## src/rtl/classifier_seq_ctrl.sv

```systemverilog
// classifier_seq_ctrl: sequences feature/weight reads into a MAC+argmax datapath, one class at a time,
// and captures the winning class and score when the stream completes.
module classifier_seq_ctrl #(
   parameter int NUM_FEATS   = 4,
   parameter int NUM_CLASSES = 3,
   parameter int CLASS_BITS  = 3,
   parameter int ADDR_BITS   = 8
) (
   input  logic                  clk,
   input  logic                  rst,
   input  logic                  start,
   output logic                  busy,
   output logic                  done,
   output logic [ADDR_BITS-1:0]  feat_addr,
   output logic [ADDR_BITS-1:0]  w_addr,
   output logic                  rd_en,
   input  logic signed [3:0]     feat_data,
   input  logic signed [7:0]     w_data,
   output logic                  dp_clear,
   output logic signed [3:0]     x_int4,
   output logic signed [7:0]     w_int8,
   output logic                  new_feat,
   output logic                  new_class,
   output logic [CLASS_BITS-1:0] class_id,
   input  logic [CLASS_BITS-1:0] max_class,
   input  logic signed [19:0]    max_score,
   output logic [CLASS_BITS-1:0] result_class,
   output logic signed [19:0]    result_score
);
   localparam logic [2:0] S_IDLE   = 3'd0;
   localparam logic [2:0] S_PRIME  = 3'd1;
   localparam logic [2:0] S_STREAM = 3'd2;
   localparam logic [2:0] S_CLOSE  = 3'd3;
   localparam logic [2:0] S_DRAIN  = 3'd4;
   localparam logic [2:0] S_DONE   = 3'd5;
   localparam logic [ADDR_BITS-1:0]  NF_A   = ADDR_BITS'(NUM_FEATS);
   localparam logic [ADDR_BITS-1:0]  LAST_F = ADDR_BITS'(NUM_FEATS - 1);
   localparam logic [ADDR_BITS-1:0]  ONE_A  = ADDR_BITS'(1);
   localparam logic [CLASS_BITS-1:0] LAST_C = CLASS_BITS'(NUM_CLASSES - 1);
   localparam logic [CLASS_BITS-1:0] ONE_C  = CLASS_BITS'(1);

   logic [2:0]            state_q, state_d;
   logic [CLASS_BITS-1:0] cls_q, cls_d;
   logic [ADDR_BITS-1:0]  f_q, f_d;
   logic [ADDR_BITS-1:0]  wb_q, wb_d;
   logic [ADDR_BITS-1:0]  pre_f;
   logic                  prime, stream, close, last_f, last_c, fetch_f, fetch_c;

   assign prime   = state_q == S_PRIME;
   assign stream  = state_q == S_STREAM;
   assign close   = state_q == S_CLOSE;
   assign last_f  = f_q == LAST_F;
   assign last_c  = cls_q == LAST_C;
   assign pre_f   = f_q + ONE_A;
   // Reads run one cycle ahead: next feature inside a class, first feature of next class on CLOSE.
   assign fetch_f = stream && !last_f;
   assign fetch_c = close && !last_c;

   always_comb begin
      state_d = state_q;
      cls_d   = cls_q;
      f_d     = f_q;
      wb_d    = wb_q;
      case (state_q)
         S_IDLE:   state_d = start ? S_PRIME : S_IDLE;
         S_PRIME: begin
            state_d = S_STREAM;
            cls_d   = '0;
            f_d     = '0;
            wb_d    = '0;
         end
         S_STREAM: begin
            state_d = last_f ? S_CLOSE : S_STREAM;
            f_d     = last_f ? f_q : pre_f;
         end
         S_CLOSE: begin
            state_d = last_c ? S_DRAIN : S_STREAM;
            cls_d   = last_c ? cls_q : cls_q + ONE_C;
            f_d     = '0;
            wb_d    = last_c ? wb_q : wb_q + NF_A;
         end
         S_DRAIN:  state_d = S_DONE;
         default:  state_d = S_IDLE;
      endcase
   end

   assign busy      = state_q != S_IDLE;
   assign done      = state_q == S_DONE;
   assign dp_clear  = prime;
   assign rd_en     = prime || fetch_f || fetch_c;
   assign feat_addr = fetch_f ? pre_f : '0;
   assign w_addr    = fetch_c ? wb_q + NF_A : fetch_f ? wb_q + pre_f : '0;
   assign new_feat  = stream;
   assign new_class = close;
   assign class_id  = (stream || close) ? cls_q : '0;
   assign x_int4    = stream ? feat_data : '0;
   assign w_int8    = stream ? w_data : '0;

   always_ff @(posedge clk) begin
      if (rst) begin
         state_q      <= S_IDLE;
         cls_q        <= '0;
         f_q          <= '0;
         wb_q         <= '0;
         result_class <= '0;
         result_score <= '0;
      end else begin
         state_q <= state_d;
         cls_q   <= cls_d;
         f_q     <= f_d;
         wb_q    <= wb_d;
         if (done) begin
            result_class <= max_class;
            result_score <= max_score;
         end
      end
   end
endmodule
```

## config.mk

```make
export PLATFORM = sky130hd
export DESIGN_NAME = classifier_seq_ctrl
export DESIGN_NICKNAME = d
export VERILOG_FILES = /design/src/rtl/classifier_seq_ctrl.sv
export SDC_FILE = /design/constraint.sdc
export NUM_CORES = 1
export LEC_CHECK = 0
export CELL_PAD_IN_SITES_DETAIL_PLACEMENT = 0
export CELL_PAD_IN_SITES_GLOBAL_PLACEMENT = 1
export CORE_UTILIZATION = 31
export CTS_BUF_LIST = sky130_fd_sc_hd__clkbuf_8
export CTS_CLUSTER_SIZE = 28
export DETAILED_ROUTE_END_ITERATION = 7
export HOLD_SLACK_MARGIN = 0.08
export PLACE_DENSITY_LB_ADDON = 0.15
export SLEW_MARGIN = 20
export SYNTH_ARGS = -nofsm -noshare
export SYNTH_HDL_FRONTEND = slang
export SYNTH_SLANG_ARGS = --single-unit
```

## constraint.sdc

```tcl
create_clock -name clk -period 2.8 [get_ports clk]
set_input_delay 0.42 -clock clk [delete_from_list [all_inputs] [get_ports clk]]
set_output_delay 0.42 -clock clk [all_outputs]
set_load 0.05 [all_outputs]
```

==> metrics.md, run 1 <==
| Metric | Value |
|---|---|
| Outcome | finished clean |
| Syn avg cell area | 7.81 sq um |
| Met2 Use GR | 25.7% |
| Hold Buf Count CTS | 0 |
| CTS sink cnt | 43 |
| CP max-delay cell | dfxtp_4 |
| Ranking of synthesized cells by area | dfxtp_1, nand2_1, a21oi_1 |
| Slew HR | 64.2% |
| Crit start category | flop |
| Reg-to-Reg Start | f_q[0]$_SDFFE_PP0P_ |
| Initial antenna violation count | 0 |
| Reg-to-reg endpoint | f_q[2]$_SDFFE_PP0P_ |
| Iter 0 DRT Violations | 64 |
| GP Congestion | 0.820 |
| Hold Path Origin | result_score[12]$_SDFFE_PP0P_ |
| Worst-Margin Slew | 0.536 ns |
| Pre-CTS setup slack | 0.141 ns |
| CTS HTree Levels | 2 |
| Asr flop ratio synth | 0% |
| Multi-input gate area | 1510 sq um |
| Row Count | 31 |
| Kind of critical path | reg2out |
| Post-synth top area cell | dfxtp_1 |
| WL per Instance | 13.1 um |
| DR pass1 iterations | 6 |
| Detail Route Antenna Nets | 0 |
| M1 GR Usage | 21.9% |
| Clock-pin slew of the registers on the worst-case setup and hold paths | 0.09 ns |
| Initial Util | 31.8% |
| Syn_nets | 342 |
| Worst EP arrival | 2.27 ns |
| Placed Cells | 479 |
| Clk root buf | clkbuf_8 |
| Detail Placement HPWL | 4490 um |
| Met3 Usage GRT | 5.00% |
| CTS max path bufs | 2 |
| Total power | 1.28 mW |
| Vias | 2303 |
| MaxCap Viol Count | 0 |
| Critical path peak fanout | 6 |
| Register area | 876 sq um |
| I/O pin cnt | 98 |
| Hold endpoint | result_score[12]$_SDFFE_PP0P_ |
| Yosys top cell area share | 37.5% |
| Yosys reg bits | 43 |
| Critical Path Sink Type | primary output |
| Die height | 88.1 um |
| Cells after Synth | 294 |
| Period utilisation layout | 96.2% |
| Max-slew violations | 0 |
| Core Area | 7210 sq um |
| Layout cells sized above 1 | 19.0% |
| Most common cell in the synthesized netlist | nand2_1 |
| Largest net degree at the start of global routing | 25 |
| CP max stage delay | 0.38 ns |
| Pwr/cell area | 355 nW/um^2 |
| Total grt overflow | 0 |
| Die area | 7750 sq um |
| Distinct cells, synth | 40 |
| EDFF count, synth | 0 |
| Pleak | 1.37 nW |
| FMAX | 371 MHz |
| Routed wire length | 6390 um |
| Hold Path Cell Cnt | 2 |
| Synth Warn # | 0 |
| Final core utilization | 50.0% |
| R2R setup slack | 0.84 ns |
| Skew final | 0.00778 ns |
| Setup TNS | 0 ns |
| Top_reg_cell synth | dfxtp_1 |
| Routed vias/inst | 4.71 |
| Nets | 437 |
| Number of global-route vias before repair | 2020 |
| GRT Max-Usage Layer | met2 |
| Gr usage total | 16.5% |
| Sequential fraction of the synthesis area | 37.5% |
| Clk Latency, worst-skew pair | 0.30 ns |
| Final count of hold timing violations | 0 |
| Filler cells | 711 |
| Die Span X | 88.1 um |
| # setup viols final | 0 |
| Worst hold path class | reg2reg |
| Synthesized cell area | 2300 sq um |
| Critical Path RT | 2.38 ns |
| Most frequent cells after synthesis | nand2_1, dfxtp_1, a21oi_1, nor2_1, and2_1 |
| Final worst slack | 0.107 ns |
| First-pass GRT wire length | 9940 um |
| TritonCTS Buffers | 5 |
| Port buffer count | 97 |
| Drt drc | 0 |
| Worst reg-to-reg path cell count | 6 |
| CTS tree | built |
| Synth-to-Final Area Change | 57.1% |
| Final min period | 2.69 ns |
| Antenna diodes | 0 |
| Filler-free cell count of the finished design | 489 |
| CP cell instances | and3_1, and3_4, xor2_4, ha_4, o21ai_2, o21bai_1, a21oi_1, xnor2_1, o21ai_1, buf_6 |
| Peak supply drop | 0.166 mV |
critical path, delay by kind of cell, from the launching register on:
kind                     cells  cell delay, ns
adder cells (fa/ha/maj)      1            0.23
buffers and inverters        1            0.18
XOR/XNOR                     2            0.27
AO/OA/AOI/OAI                4            0.50
AND/OR/NAND/NOR              2            0.41
flip-flops                   1            0.38
cell usage in the layout (no fill, tap or decap), types with 3 or more instances in the layout:
master	netlist	layout
ha_1	10	5
clkdlybuf4s50_1	0	66
and2_1	20	20
o21bai_1	4	4
and3_1	6	5
a31oi_1	3	3
or3_1	4	4
dfxtp_1	43	37
inv_1	3	4
o21a_1	3	3
buf_4	0	35
o21ai_1	2	4
dfxtp_4	0	3
o21ai_0	7	4
xor2_1	7	6
nand3_1	5	3
nand2_1	54	54
a211oi_1	7	5
buf_12	0	3
clkbuf_8	0	5
nor2b_1	6	6
a21oi_1	37	37
xnor2_1	8	6
nor2_1	23	23
ha_4	0	4
dfxtp_2	0	3
layer usage:
metal / part of all wire (%) / wire [um]
met3: 5.9 / 380
met1: 46 / 2940
met2: 47 / 2990
met5: 0 / 0
met4: 1.4 / 87
cells by family after synthesis:
logic type | count (synthesis) | synth area share (%)
other | 1 | 0.163
adders and majority gates | 10 | 5.45
DFF | 43 | 37.5
and+or+nand+nor | 130 | 27.5
AOI/OAI and AO/OA | 73 | 18.7
buffers and inverters | 21 | 3.92
xor gates and xnor gates | 16 | 6.70
registers in the layout, indices dropped and copies added (netlist names):
name	cells
wb_q	6
cls_q	3
result_class	3
state_q	3
result_score	20
f_q	8
report_power, final:
group | total [mW] | switching (mW) | internal [mW]
sequential | 0.627 | 0.0125 | 0.615
clock | 0.399 | 0.228 | 0.171
combinational | 0.255 | 0.149 | 0.107
through the flow:
step           instance area (sq um)  hold WS, ns
5_1_grt                         3610        0.481
3_3_place_gp                    3350        0.442
6_report                        3610        0.457
4_1_cts                         3490        0.460
2_1_floorplan                   2320        0.462
3_5_place_dp                    3350        0.446
cell type report:
cell class / count / share of cell area [%]
Clock buffer: 5 / 1.91
Clock inverter: 3 / 0.451
Inverter: 3 / 0.312
Multi-Input combinational cell: 230 / 41.7
Sequential cell: 43 / 24.3
Tap cell: 99 / 3.43
Timing Repair Buffer: 106 / 27.9
repair_timing:
item	in CTS	in global routing
gates resized for setup	14	19
buffers inserted	0	2
pin swaps	2	11
setup endpoints to repair	6	3
cloned	0	0
worst max path at each step:
stage	slack, ns	end	cells past startpoint	start
global route	-0.02	w_addr[7]	10	f_q[0]$_SDFFE_PP0P_
CTS	0.0008	w_addr[7]	10	f_q[2]$_SDFFE_PP0P_
global placement	0.16	w_addr[7]	10	f_q[0]$_SDFFE_PP0P_
floorplan	-0.09	w_addr[7]	9	f_q[2]$_SDFFE_PP0P_
detailed placement	0.14	w_addr[7]	10	f_q[0]$_SDFFE_PP0P_
finish	0.11	w_addr[7]	10	f_q[2]$_SDFFE_PP0P_
Note: power is estimated with default switching activity, not from simulation.
==> run 2: changes to the inputs <==
--- a/config.mk
+++ b/config.mk
@@ -12,6 +12,7 @@
 export CTS_CLUSTER_SIZE = 28
 export DETAILED_ROUTE_END_ITERATION = 7
 export HOLD_SLACK_MARGIN = 0.08
+export MAX_ROUTING_LAYER = met4
 export PLACE_DENSITY_LB_ADDON = 0.15
 export SLEW_MARGIN = 20
 export SYNTH_ARGS = -nofsm -noshare
==> metrics.md, run 2 (synthesis results as in run 1) <==
| Metric | Value |
|---|---|
| Outcome | finished clean |
| Drt drc | 0 |
| CP max stage delay | 0.38 ns |
| I/O pin cnt | 98 |
| Final core utilization | 50.0% |
| Die Span X | 88.1 um |
| Total grt overflow | 0 |
| Critical Path Sink Type | primary output |
| Most common cell after layout, fill and taps aside | clkdlybuf4s50_1 |
| Clk root buf | clkbuf_8 |
| Worst-Margin Slew | 0.520 ns |
| CTS sink cnt | 43 |
| Detail Placement HPWL | 4490 um |
| Register area | 876 sq um |
| Final worst slack | 0.106 ns |
| Port buffer count | 97 |
| Routed vias/inst | 4.71 |
| Final count of hold timing violations | 0 |
| CP cell instances | and3_1, and3_4, xor2_4, ha_4, o21ai_2, o21bai_1, a21oi_1, xnor2_1, o21ai_1, buf_6 |
| Multi-input gate area | 1510 sq um |
| DP Area | 3350 sq um |
| Max reg flops | 20 |
| Worst EP arrival | 2.27 ns |
| Setup TNS | 0 ns |
| Pleak | 1.37 nW |
| Clk Latency, worst-skew pair | 0.30 ns |
| Critical Path RT | 2.38 ns |
| Period utilisation layout | 96.2% |
| Placed Cells | 479 |
| R2R setup slack | 0.84 ns |
| Pre-CTS setup slack | 0.141 ns |
| Filler cells | 711 |
| Die area | 7750 sq um |
| Row Count | 31 |
| Max-slew violations | 0 |
| Critical path peak fanout | 6 |
| GP Congestion | 0.832 |
| Synth-to-Final Area Change | 57.1% |
| DR pass1 iterations | 6 |
| Largest net degree at the start of global routing | 25 |
| Crit start category | flop |
| Die height | 88.1 um |
| WL per Instance | 13.1 um |
| Worst hold slack | 0.457 ns |
| Largest regs | result_score x20, f_q x8, wb_q x6 |
| Iter 0 DRT Violations | 72 |
| Top register by number of flip-flops | result_score |
| Detail Route Antenna Nets | 0 |
| Routed wire length | 6400 um |
| Pwr/cell area | 355 nW/um^2 |
| Final min period | 2.69 ns |
| TritonCTS Buffers | 5 |
| CTS max path bufs | 2 |
| FMAX | 371 MHz |
| Initial antenna violation count | 0 |
| Vias | 2305 |
| Nets | 437 |
| Layout cells sized above 1 | 19.0% |
| CTS HTree Levels | 2 |
| Core Area | 7210 sq um |
| Initial Util | 31.8% |
| Filler-free cell count of the finished design | 489 |
| Number of global-route vias before repair | 2024 |
| Gr usage total | 17.0% |
| Peak supply drop | 0.166 mV |
| Final instance area | 3610 sq um |
| Total power | 1.28 mW |
| # setup viols final | 0 |
| First-pass GRT wire length | 9940 um |
| Most frequent cells in the layout | clkdlybuf4s50_1, nand2_1, a21oi_1, dfxtp_1, buf_4 |
| Skew final | 0.00748 ns |
| Slew HR | 65.2% |
| Worst hold path class | reg2reg |
| CTS tree | built |
| Kind of critical path | reg2out |
| Clock-pin slew of the registers on the worst-case setup and hold paths | 0.09 ns |
| MaxCap Viol Count | 0 |
| Antenna diodes | 0 |
| CP max-delay cell | dfxtp_4 |
| Hold Path Cell Cnt | 2 |
| Worst reg-to-reg path cell count | 6 |
run 2: report_power, final:
group          switching, mW  internal [mW]
sequential            0.0125          0.615
clock                  0.227          0.171
combinational          0.149          0.107
total                  0.389          0.893
run 2: per-layer routing:
metal	vias to the layer above	track usage, %	share of wire [%]
met1	1041	22.7	48
met4	0	4.84	1.3
met5	-	-	0
li1	1188	-	-
met3	8	3.86	4.5
met2	68	25.6	46
run 2: path summary, 6_finish.rpt:
check,to,from
max,w_addr[7],f_q[2]$_SDFFE_PP0P_
min,result_score[12]$_SDFFE_PP0P_,result_score[12]$_SDFFE_PP0P_
max reg2reg,f_q[2]$_SDFFE_PP0P_,f_q[0]$_SDFFE_PP0P_
min reg2reg,result_score[12]$_SDFFE_PP0P_,result_score[12]$_SDFFE_PP0P_
run 2: critical path: cells and delay by family (launching register included):
family	cells	cell delay [ns]
AND/OR/NAND/NOR	2	0.41
XOR/XNOR	2	0.27
buffers and inverters	1	0.18
AO/OA/AOI/OAI	4	0.50
flip-flops	1	0.38
adder cells (fa/ha/maj)	1	0.23
run 2: final cells by class:
type	count	share of cell area, %
multi-input cells	230	41.7
repair buffers	106	27.9
flip-flops and latches	43	24.3
well taps	99	3.43
clock buffers	5	1.91
clock inverters	3	0.451
inverters	3	0.312
run 2: repair_timing:
action / CTS / global route
pin swaps: 2 / 11
endpoints found under the hold margin: 0 / 0
setup endpoints to repair: 6 / 3
hold buffers: 0 / 0
resized for setup: 14 / 19
buffers inserted: 0 / 2
